## src/rtl/clkgen_pkg.sv

```systemverilog
// clkgen_pkg: shared types and helpers for the clkgen_div clock generator.
// Holds the divide/phase clamp rules, the reconfiguration FSM states and
// the lock counter width.
package clkgen_pkg;

    typedef enum logic {
        IDLE = 1'b0,
        PEND = 1'b1
    } rcfg_state_t;

    // Wide enough for any practical LOCK_CYCLES value.
    localparam int LOCK_W = 16;

    // A divider below 2 cannot produce a high and a low phase.
    function automatic logic [31:0] clamp_div(input logic [31:0] div);
        return (div < 32'd2) ? 32'd2 : div;
    endfunction

    // The counter never reaches div, so the phase is limited to div-1.
    function automatic logic [31:0] clamp_phase(input logic [31:0] phase,
                                                input logic [31:0] div);
        return (phase >= div) ? (div - 32'd1) : phase;
    endfunction

endpackage

```

## src/rtl/clkgen_channel.sv

```systemverilog
// clkgen_channel: one divider channel. Counts 0..div-1 and produces a
// registered divided clock level plus a one-cycle tick at each wrap.
// An apply strobe swaps in a new ratio and phase exactly at the wrap.
module clkgen_channel
    import clkgen_pkg::*;
#(
    parameter int                CNT_W     = 8,
    parameter logic [CNT_W-1:0]  DIV_RST   = 8'd4,
    parameter logic [CNT_W-1:0]  PHASE_RST = 8'd3
) (
    input  logic             refclk,
    input  logic             reset_n,
    input  logic             run,
    input  logic             apply,
    input  logic [CNT_W-1:0] new_div,
    input  logic [CNT_W-1:0] new_phase,
    output logic             wrap,
    output logic             clk_out,
    output logic             tick
);

    logic [CNT_W-1:0] cnt;
    logic [CNT_W-1:0] div;

    assign wrap = (cnt == div - 1'b1);

    // Counter, active ratio and registered outputs; frozen until release.
    always_ff @(posedge refclk or negedge reset_n) begin
        if (!reset_n) begin
            cnt     <= PHASE_RST;
            div     <= DIV_RST;
            clk_out <= 1'b0;
            tick    <= 1'b0;
        end else if (run) begin
            clk_out <= (cnt < (div >> 1));
            tick    <= wrap;
            if (apply) begin
                div <= new_div;
                cnt <= new_phase;
            end else if (wrap) begin
                cnt <= '0;
            end else begin
                cnt <= cnt + 1'b1;
            end
        end
    end

endmodule

```

## src/rtl/clkgen_div.sv

```systemverilog
// clkgen_div: NUM_CH divided clocks and ticks derived from refclk, with a
// lock indicator. Runtime reload of ratio/phase (shadow registers plus an
// IDLE/PEND FSM) is built only when CLKGEN_DYN_RECONFIG_EN is defined;
// otherwise ratios are fixed at DIV_INIT/PHASE_INIT.
module clkgen_div
    import clkgen_pkg::*;
#(
    parameter int                        NUM_CH      = 2,
    parameter int                        CNT_W       = 8,
    parameter logic [NUM_CH*CNT_W-1:0]   DIV_INIT    = {8'd125, 8'd4},
    parameter logic [NUM_CH*CNT_W-1:0]   PHASE_INIT  = {8'd124, 8'd3},
    parameter int                        LOCK_CYCLES = 16,
    localparam int                       CH_W        = (NUM_CH > 1) ? $clog2(NUM_CH) : 1
) (
    input  logic              refclk,
    input  logic              reset_n,
    input  logic              load_reg,
    input  logic [CH_W-1:0]   load_ch,
    input  logic [CNT_W-1:0]  load_div,
    input  logic [CNT_W-1:0]  load_phase,
    output logic              busy,
    output logic [NUM_CH-1:0] clk_out,
    output logic [NUM_CH-1:0] tick,
    output logic              locked
);

    localparam logic [LOCK_W-1:0] LOCK_MAX = LOCK_W'(LOCK_CYCLES);

    logic [1:0]        sync;
    logic              run;
    logic [NUM_CH-1:0] wrap;
    logic [NUM_CH-1:0] apply;
    logic [CNT_W-1:0]  new_div;
    logic [CNT_W-1:0]  new_phase;
    logic [LOCK_W-1:0] lock_cnt;

    // Two-flop release synchronizer; counters run once sync[1] is high.
    always_ff @(posedge refclk or negedge reset_n) begin
        if (!reset_n) begin
            sync <= 2'b00;
        end else begin
            sync <= {sync[0], 1'b1};
        end
    end

    assign run = sync[1];

    for (genvar i = 0; i < NUM_CH; i++) begin : g_ch
        localparam logic [CNT_W-1:0] DIV_RST =
            CNT_W'(clamp_div(32'(DIV_INIT[i*CNT_W +: CNT_W])));
        localparam logic [CNT_W-1:0] PH_RST =
            CNT_W'(clamp_phase(32'(PHASE_INIT[i*CNT_W +: CNT_W]), 32'(DIV_RST)));

        clkgen_channel #(
            .CNT_W     (CNT_W),
            .DIV_RST   (DIV_RST),
            .PHASE_RST (PH_RST)
        ) u_ch (
            .refclk    (refclk),
            .reset_n   (reset_n),
            .run       (run),
            .apply     (apply[i]),
            .new_div   (new_div),
            .new_phase (new_phase),
            .wrap      (wrap[i]),
            .clk_out   (clk_out[i]),
            .tick      (tick[i])
        );
    end

`ifdef CLKGEN_DYN_RECONFIG_EN
    localparam logic [CNT_W-1:0] SH_DIV_RST =
        CNT_W'(clamp_div(32'(DIV_INIT[CNT_W-1:0])));
    localparam logic [CNT_W-1:0] SH_PH_RST =
        CNT_W'(clamp_phase(32'(PHASE_INIT[CNT_W-1:0]), 32'(SH_DIV_RST)));

    rcfg_state_t      state_q, state_d;
    logic             capture;
    logic             ch_ok;
    logic             tgt_wrap;
    logic [CH_W-1:0]  sh_ch;
    logic [CNT_W-1:0] sh_div;
    logic [CNT_W-1:0] sh_phase;
    logic [CNT_W-1:0] cap_div;
    logic [CNT_W-1:0] cap_phase;

    assign cap_div   = CNT_W'(clamp_div(32'(load_div)));
    assign cap_phase = CNT_W'(clamp_phase(32'(load_phase), 32'(cap_div)));
    assign ch_ok     = (32'(load_ch) < NUM_CH);
    assign tgt_wrap  = wrap[sh_ch];

    // Reconfiguration FSM state register.
    always_ff @(posedge refclk or negedge reset_n) begin
        if (!reset_n) begin
            state_q <= IDLE;
        end else begin
            state_q <= state_d;
        end
    end

    // Capture a valid request when idle; release once the target channel wraps.
    always_comb begin
        state_d = state_q;
        capture = 1'b0;
        case (state_q)
            IDLE: begin
                if (run && load_reg && ch_ok) begin
                    capture = 1'b1;
                    state_d = PEND;
                end
            end
            PEND: begin
                if (run && tgt_wrap) begin
                    state_d = IDLE;
                end
            end
        endcase
    end

    // Shadow copy of the pending request, already clamped.
    always_ff @(posedge refclk or negedge reset_n) begin
        if (!reset_n) begin
            sh_ch    <= '0;
            sh_div   <= SH_DIV_RST;
            sh_phase <= SH_PH_RST;
        end else if (capture) begin
            sh_ch    <= load_ch;
            sh_div   <= cap_div;
            sh_phase <= cap_phase;
        end
    end

    for (genvar i = 0; i < NUM_CH; i++) begin : g_apply
        assign apply[i] = (state_q == PEND) && run && wrap[i] && (sh_ch == CH_W'(i));
    end

    assign busy      = (state_q == PEND);
    assign new_div   = sh_div;
    assign new_phase = sh_phase;
`else
    logic unused_load;

    assign unused_load = ^{load_reg, load_ch, load_div, load_phase, wrap};
    assign apply       = '0;
    assign busy        = 1'b0;
    assign new_div     = '0;
    assign new_phase   = '0;
`endif

    // Lock counter: restarts at release and at every apply, saturates at LOCK_CYCLES.
    always_ff @(posedge refclk or negedge reset_n) begin
        if (!reset_n) begin
            lock_cnt <= '0;
        end else if (run) begin
            if (|apply) begin
                lock_cnt <= '0;
            end else if (lock_cnt != LOCK_MAX) begin
                lock_cnt <= lock_cnt + 1'b1;
            end
        end
    end

    assign locked = (lock_cnt == LOCK_MAX) && !busy;

endmodule

```

## config.mk

```make
export PLATFORM = sky130hd
export DESIGN_NAME = clkgen_div
export DESIGN_NICKNAME = d
export VERILOG_FILES = /design/src/rtl/clkgen_pkg.sv /design/src/rtl/clkgen_channel.sv /design/src/rtl/clkgen_div.sv
export SDC_FILE = /design/constraint.sdc
export NUM_CORES = 1
export LEC_CHECK = 0
export CAP_MARGIN = 10
export CORE_MARGIN = 1
export CORE_UTILIZATION = 45
export CTS_BUF_LIST = sky130_fd_sc_hd__clkbuf_8
export DETAILED_ROUTE_END_ITERATION = 8
export GPL_TIMING_DRIVEN = 0
export HOLD_SLACK_MARGIN = 0.15
export PLACE_DENSITY_LB_ADDON = 0.2
export SYNTH_ARGS = -nofsm -noshare
export SYNTH_HDL_FRONTEND = slang
export SYNTH_HIERARCHICAL = 1
export SYNTH_SLANG_ARGS = --single-unit
```

## constraint.sdc

```tcl
create_clock -name refclk -period 3.05 [get_ports refclk]
set_input_delay 0.305 -clock refclk [delete_from_list [all_inputs] [get_ports refclk]]
set_output_delay 0.305 -clock refclk [all_outputs]
set_load 0.03 [all_outputs]
```

==> run metrics <==
status=finished clean; Cell Rows=31; post-synth top area share=0.299; hold-critical path depth=0; Die Y=88.2 um; start of the worst register-to-register path=g_ch[1].u_ch/div[0]; Layout Utilization=0.526; Post-Synthesis Cell Area=between 3000 and 4000 sq um; number of diodes=0; GRT overflow=0; DIE AREA=between 7000 and 8000 sq um; port bufs=6; Hold WC Path Type=flop to flop; largest net degree at the start of global routing=39; # clock sinks=54; WL per Instance=about 13 um; share of layout cells above drive strength 1=0.125; Slew Viols, Final=0; initial core utilization=0.464; dominant cells by area after synthesis=dfrtp_1 30%, dfstp_2 11%, xnor2_1 8.6%, ha_1 6.7%, mux2_2 5.4%; routed wire length=between 6000 and 7000 um; Area after DPL=between 3000 and 4000 sq um; post-place setup slack=just over 0.8 ns; Min Hold Slack=roughly 0.37 ns; Crit path required time=roughly 2.7 ns; Resize count post-CTS=0; post-DP HPWL=between 4000 and 5000 um; Max Freq=between 300 and 400 MHz; Synth Register Bits=54; Post-synth EDFFs=0; Startpoint Class=flop; First DRT Iteration DRCs=roughly 170; post-synthesis sequential area ratio=0.409; number of max-cap violations=0; Pwr Total=approximately 2.3 mW; Synth Warn #=6; Slew headroom=0.601; clock latency on the worst-skew pair=approximately 0.31 ns; min cycle time layout=2.55 ns; core area=roughly 7200 sq um; PD cells=603 nW/um^2; final cell count without fillers=490; Area Growth Syn to Fin=13.4%; Clock transition at path regs=approximately 0.10 ns; Final period util=0.835; RR Endpoint=g_ch[1].u_ch/cnt[0]; CP Max Fanout=4; Post-Synthesis Cells=between 300 and 400; worst reg2reg path depth=7; async set-reset flop share out of synthesis=1.00; actual slew at the worst max-slew pin=between 0.5 and 0.6 ns; Worst IR Drop VDD=~0.45 mV; I/O Pins=26; first-pass GRT wire length=between 10000 and 15000 um; initial antenna violation count=0; Primary FF master, synth=dfrtp_1; Mean Syn Cell Area=9.81 sq um; NumNets Final=roughly 430; post-route ant nets=0; worst hold start=sync[0]; H-tree depth=2; Yosys cell types=between 40 and 50; via density per instance=5.27; gp weighted congestion=a little over 0.8; TritonCTS clock tree=done; count leader, synth=dfrtp_1; Post-route DRC=0; die width=between 80 and 90 um; Leak Pwr=1.67 nW; final setup fails=0; CTS Buf Count=5; vias in the first global route=between 2000 and 2500; final hold violation count=0; Final TNS setup=0 ns; Pre-antenna DRT Iters=4; CTS Root Cell=clkbuf_8; commonest cells in the netlist=40 x dfrtp_1, 33 x xnor2_1, 24 x inv_1, 24 x nand3_1, 23 x nand2_1; Vias=between 2000 and 3000; gr usage total=0.187; RSZ-0062 raised after global routing=false; critical path type=flop to primary output; Max Clock Skew=approximately 0.0058 ns; Worst setup EP type=primary output; critical path arrival=approximately 2.2 ns; Hold EP=sync[1]; Reg2Reg Setup Slack=about 0.85 ns; maximum clock path buffer count=2; post-synth top area cell=dfrtp_1; Cells after DPL=481; final critical-path setup slack=slightly above 0.5 ns; final instance area=3790 sq um
-- critical path, stage by stage, from the launching register on --
cell and delay [ns]:
dfrtp_1 0.42, inv_1 0.10, ha_1 0.15, nor4bb_1 0.27
and4_4 0.31, clkdlybuf4s50_1 0.68
-- logic make-up (layout without fill, tap and decap cells) --
| family | after synthesis | in the layout | synth area share |
|---|---|---|---|
| multiplexers | 23 | 23 | 0.0770 |
| XOR/XNOR | 39 | 39 | 0.102 |
| AO/OA/AOI/OAI | 54 | 54 | 0.117 |
| flip-flops | 54 | 54 | 0.409 |
| other | 2 | 36 | 0.00224 |
| AND/OR/NAND/NOR | 114 | 114 | 0.182 |
| buffers and inverters | 37 | 53 | 0.0434 |
| adder cells (fa/ha/maj) | 18 | 18 | 0.0673 |
-- flip-flops by register name, summed over array words and instances, names as in the netlist --
signal / cells
g_ch.u_ch/div: 16
g_ch.u_ch/clk_out: 2
sync: 2
g_ch.u_ch/tick: 2
lock_cnt: 16
g_ch.u_ch/cnt: 16
-- metal layers --
metal	GRT usage	vias up	share of wire
li1	-	1288	-
met1	0.254	1257	0.50
met2	0.300	31	0.46
met3	0.0326	7	0.023
met4	0.0704	0	0.017
met5	0	-	0
-- worst max path at each step --
stage                   startpoint  cells past startpoint             endpoint
6_report               lock_cnt[0]                      5               locked
5_1_grt                lock_cnt[0]                      5               locked
4_1_cts                lock_cnt[0]                      5               locked
3_5_place_dp   g_ch[1].u_ch/div[0]                      7  g_ch[1].u_ch/cnt[0]
3_3_place_gp               reset_n                      1          lock_cnt[6]
2_1_floorplan  g_ch[1].u_ch/div[0]                      7  g_ch[1].u_ch/cnt[0]
-- cells in the final DEF, fill, tap and decap left out, types with 3 or more instances in the layout --
cell and n:
dfrtp_1 40, conb_1 36, xnor2_1 33, inv_1 24, nand3_1 24, nand2_1 23
ha_1 18, mux2_2 16, nor3_1 15, a21oi_1 14, dfstp_2 14, nor2_1 13
clkbuf_1 10, and3_1 10, nand4_1 8, o21ai_0 8, o311ai_0 8, nor4_1 6
xor2_1 6, o31ai_1 6, clkbuf_8 5, clkdlybuf4s50_1 5, mux2i_1 4, nand2b_1 4
a21o_1 4, and4_1 3, buf_2 3
-- cell type report --
class	count	area (sq um)
fill	691	3420
multi-input combinational	284	1960
sequential	54	1370
tap	99	124
inverter	24	90.1
timing repair buffer	8	85.1
clock buffer	5	68.8
buffer	13	55.1
clock inverter	3	43.8
-- what timing repair did --
item	in CTS	in global routing
hold buffers	1	0
endpoints found under the hold margin	16	0
setup buffers	0	0
-- power by group --
| group | leakage (nW) | switching (mW) | total (mW) | internal [mW] |
|---|---|---|---|---|
| sequential | 0.646 | 0.185 | 1.06 | 0.874 |
| clock | 0.0585 | 0.249 | 0.495 | 0.247 |
| combinational | 0.966 | 0.378 | 0.733 | 0.355 |
| total | 1.67 | 0.811 | 2.29 | 1.48 |
Note: power is estimated with default switching activity, not from simulation.
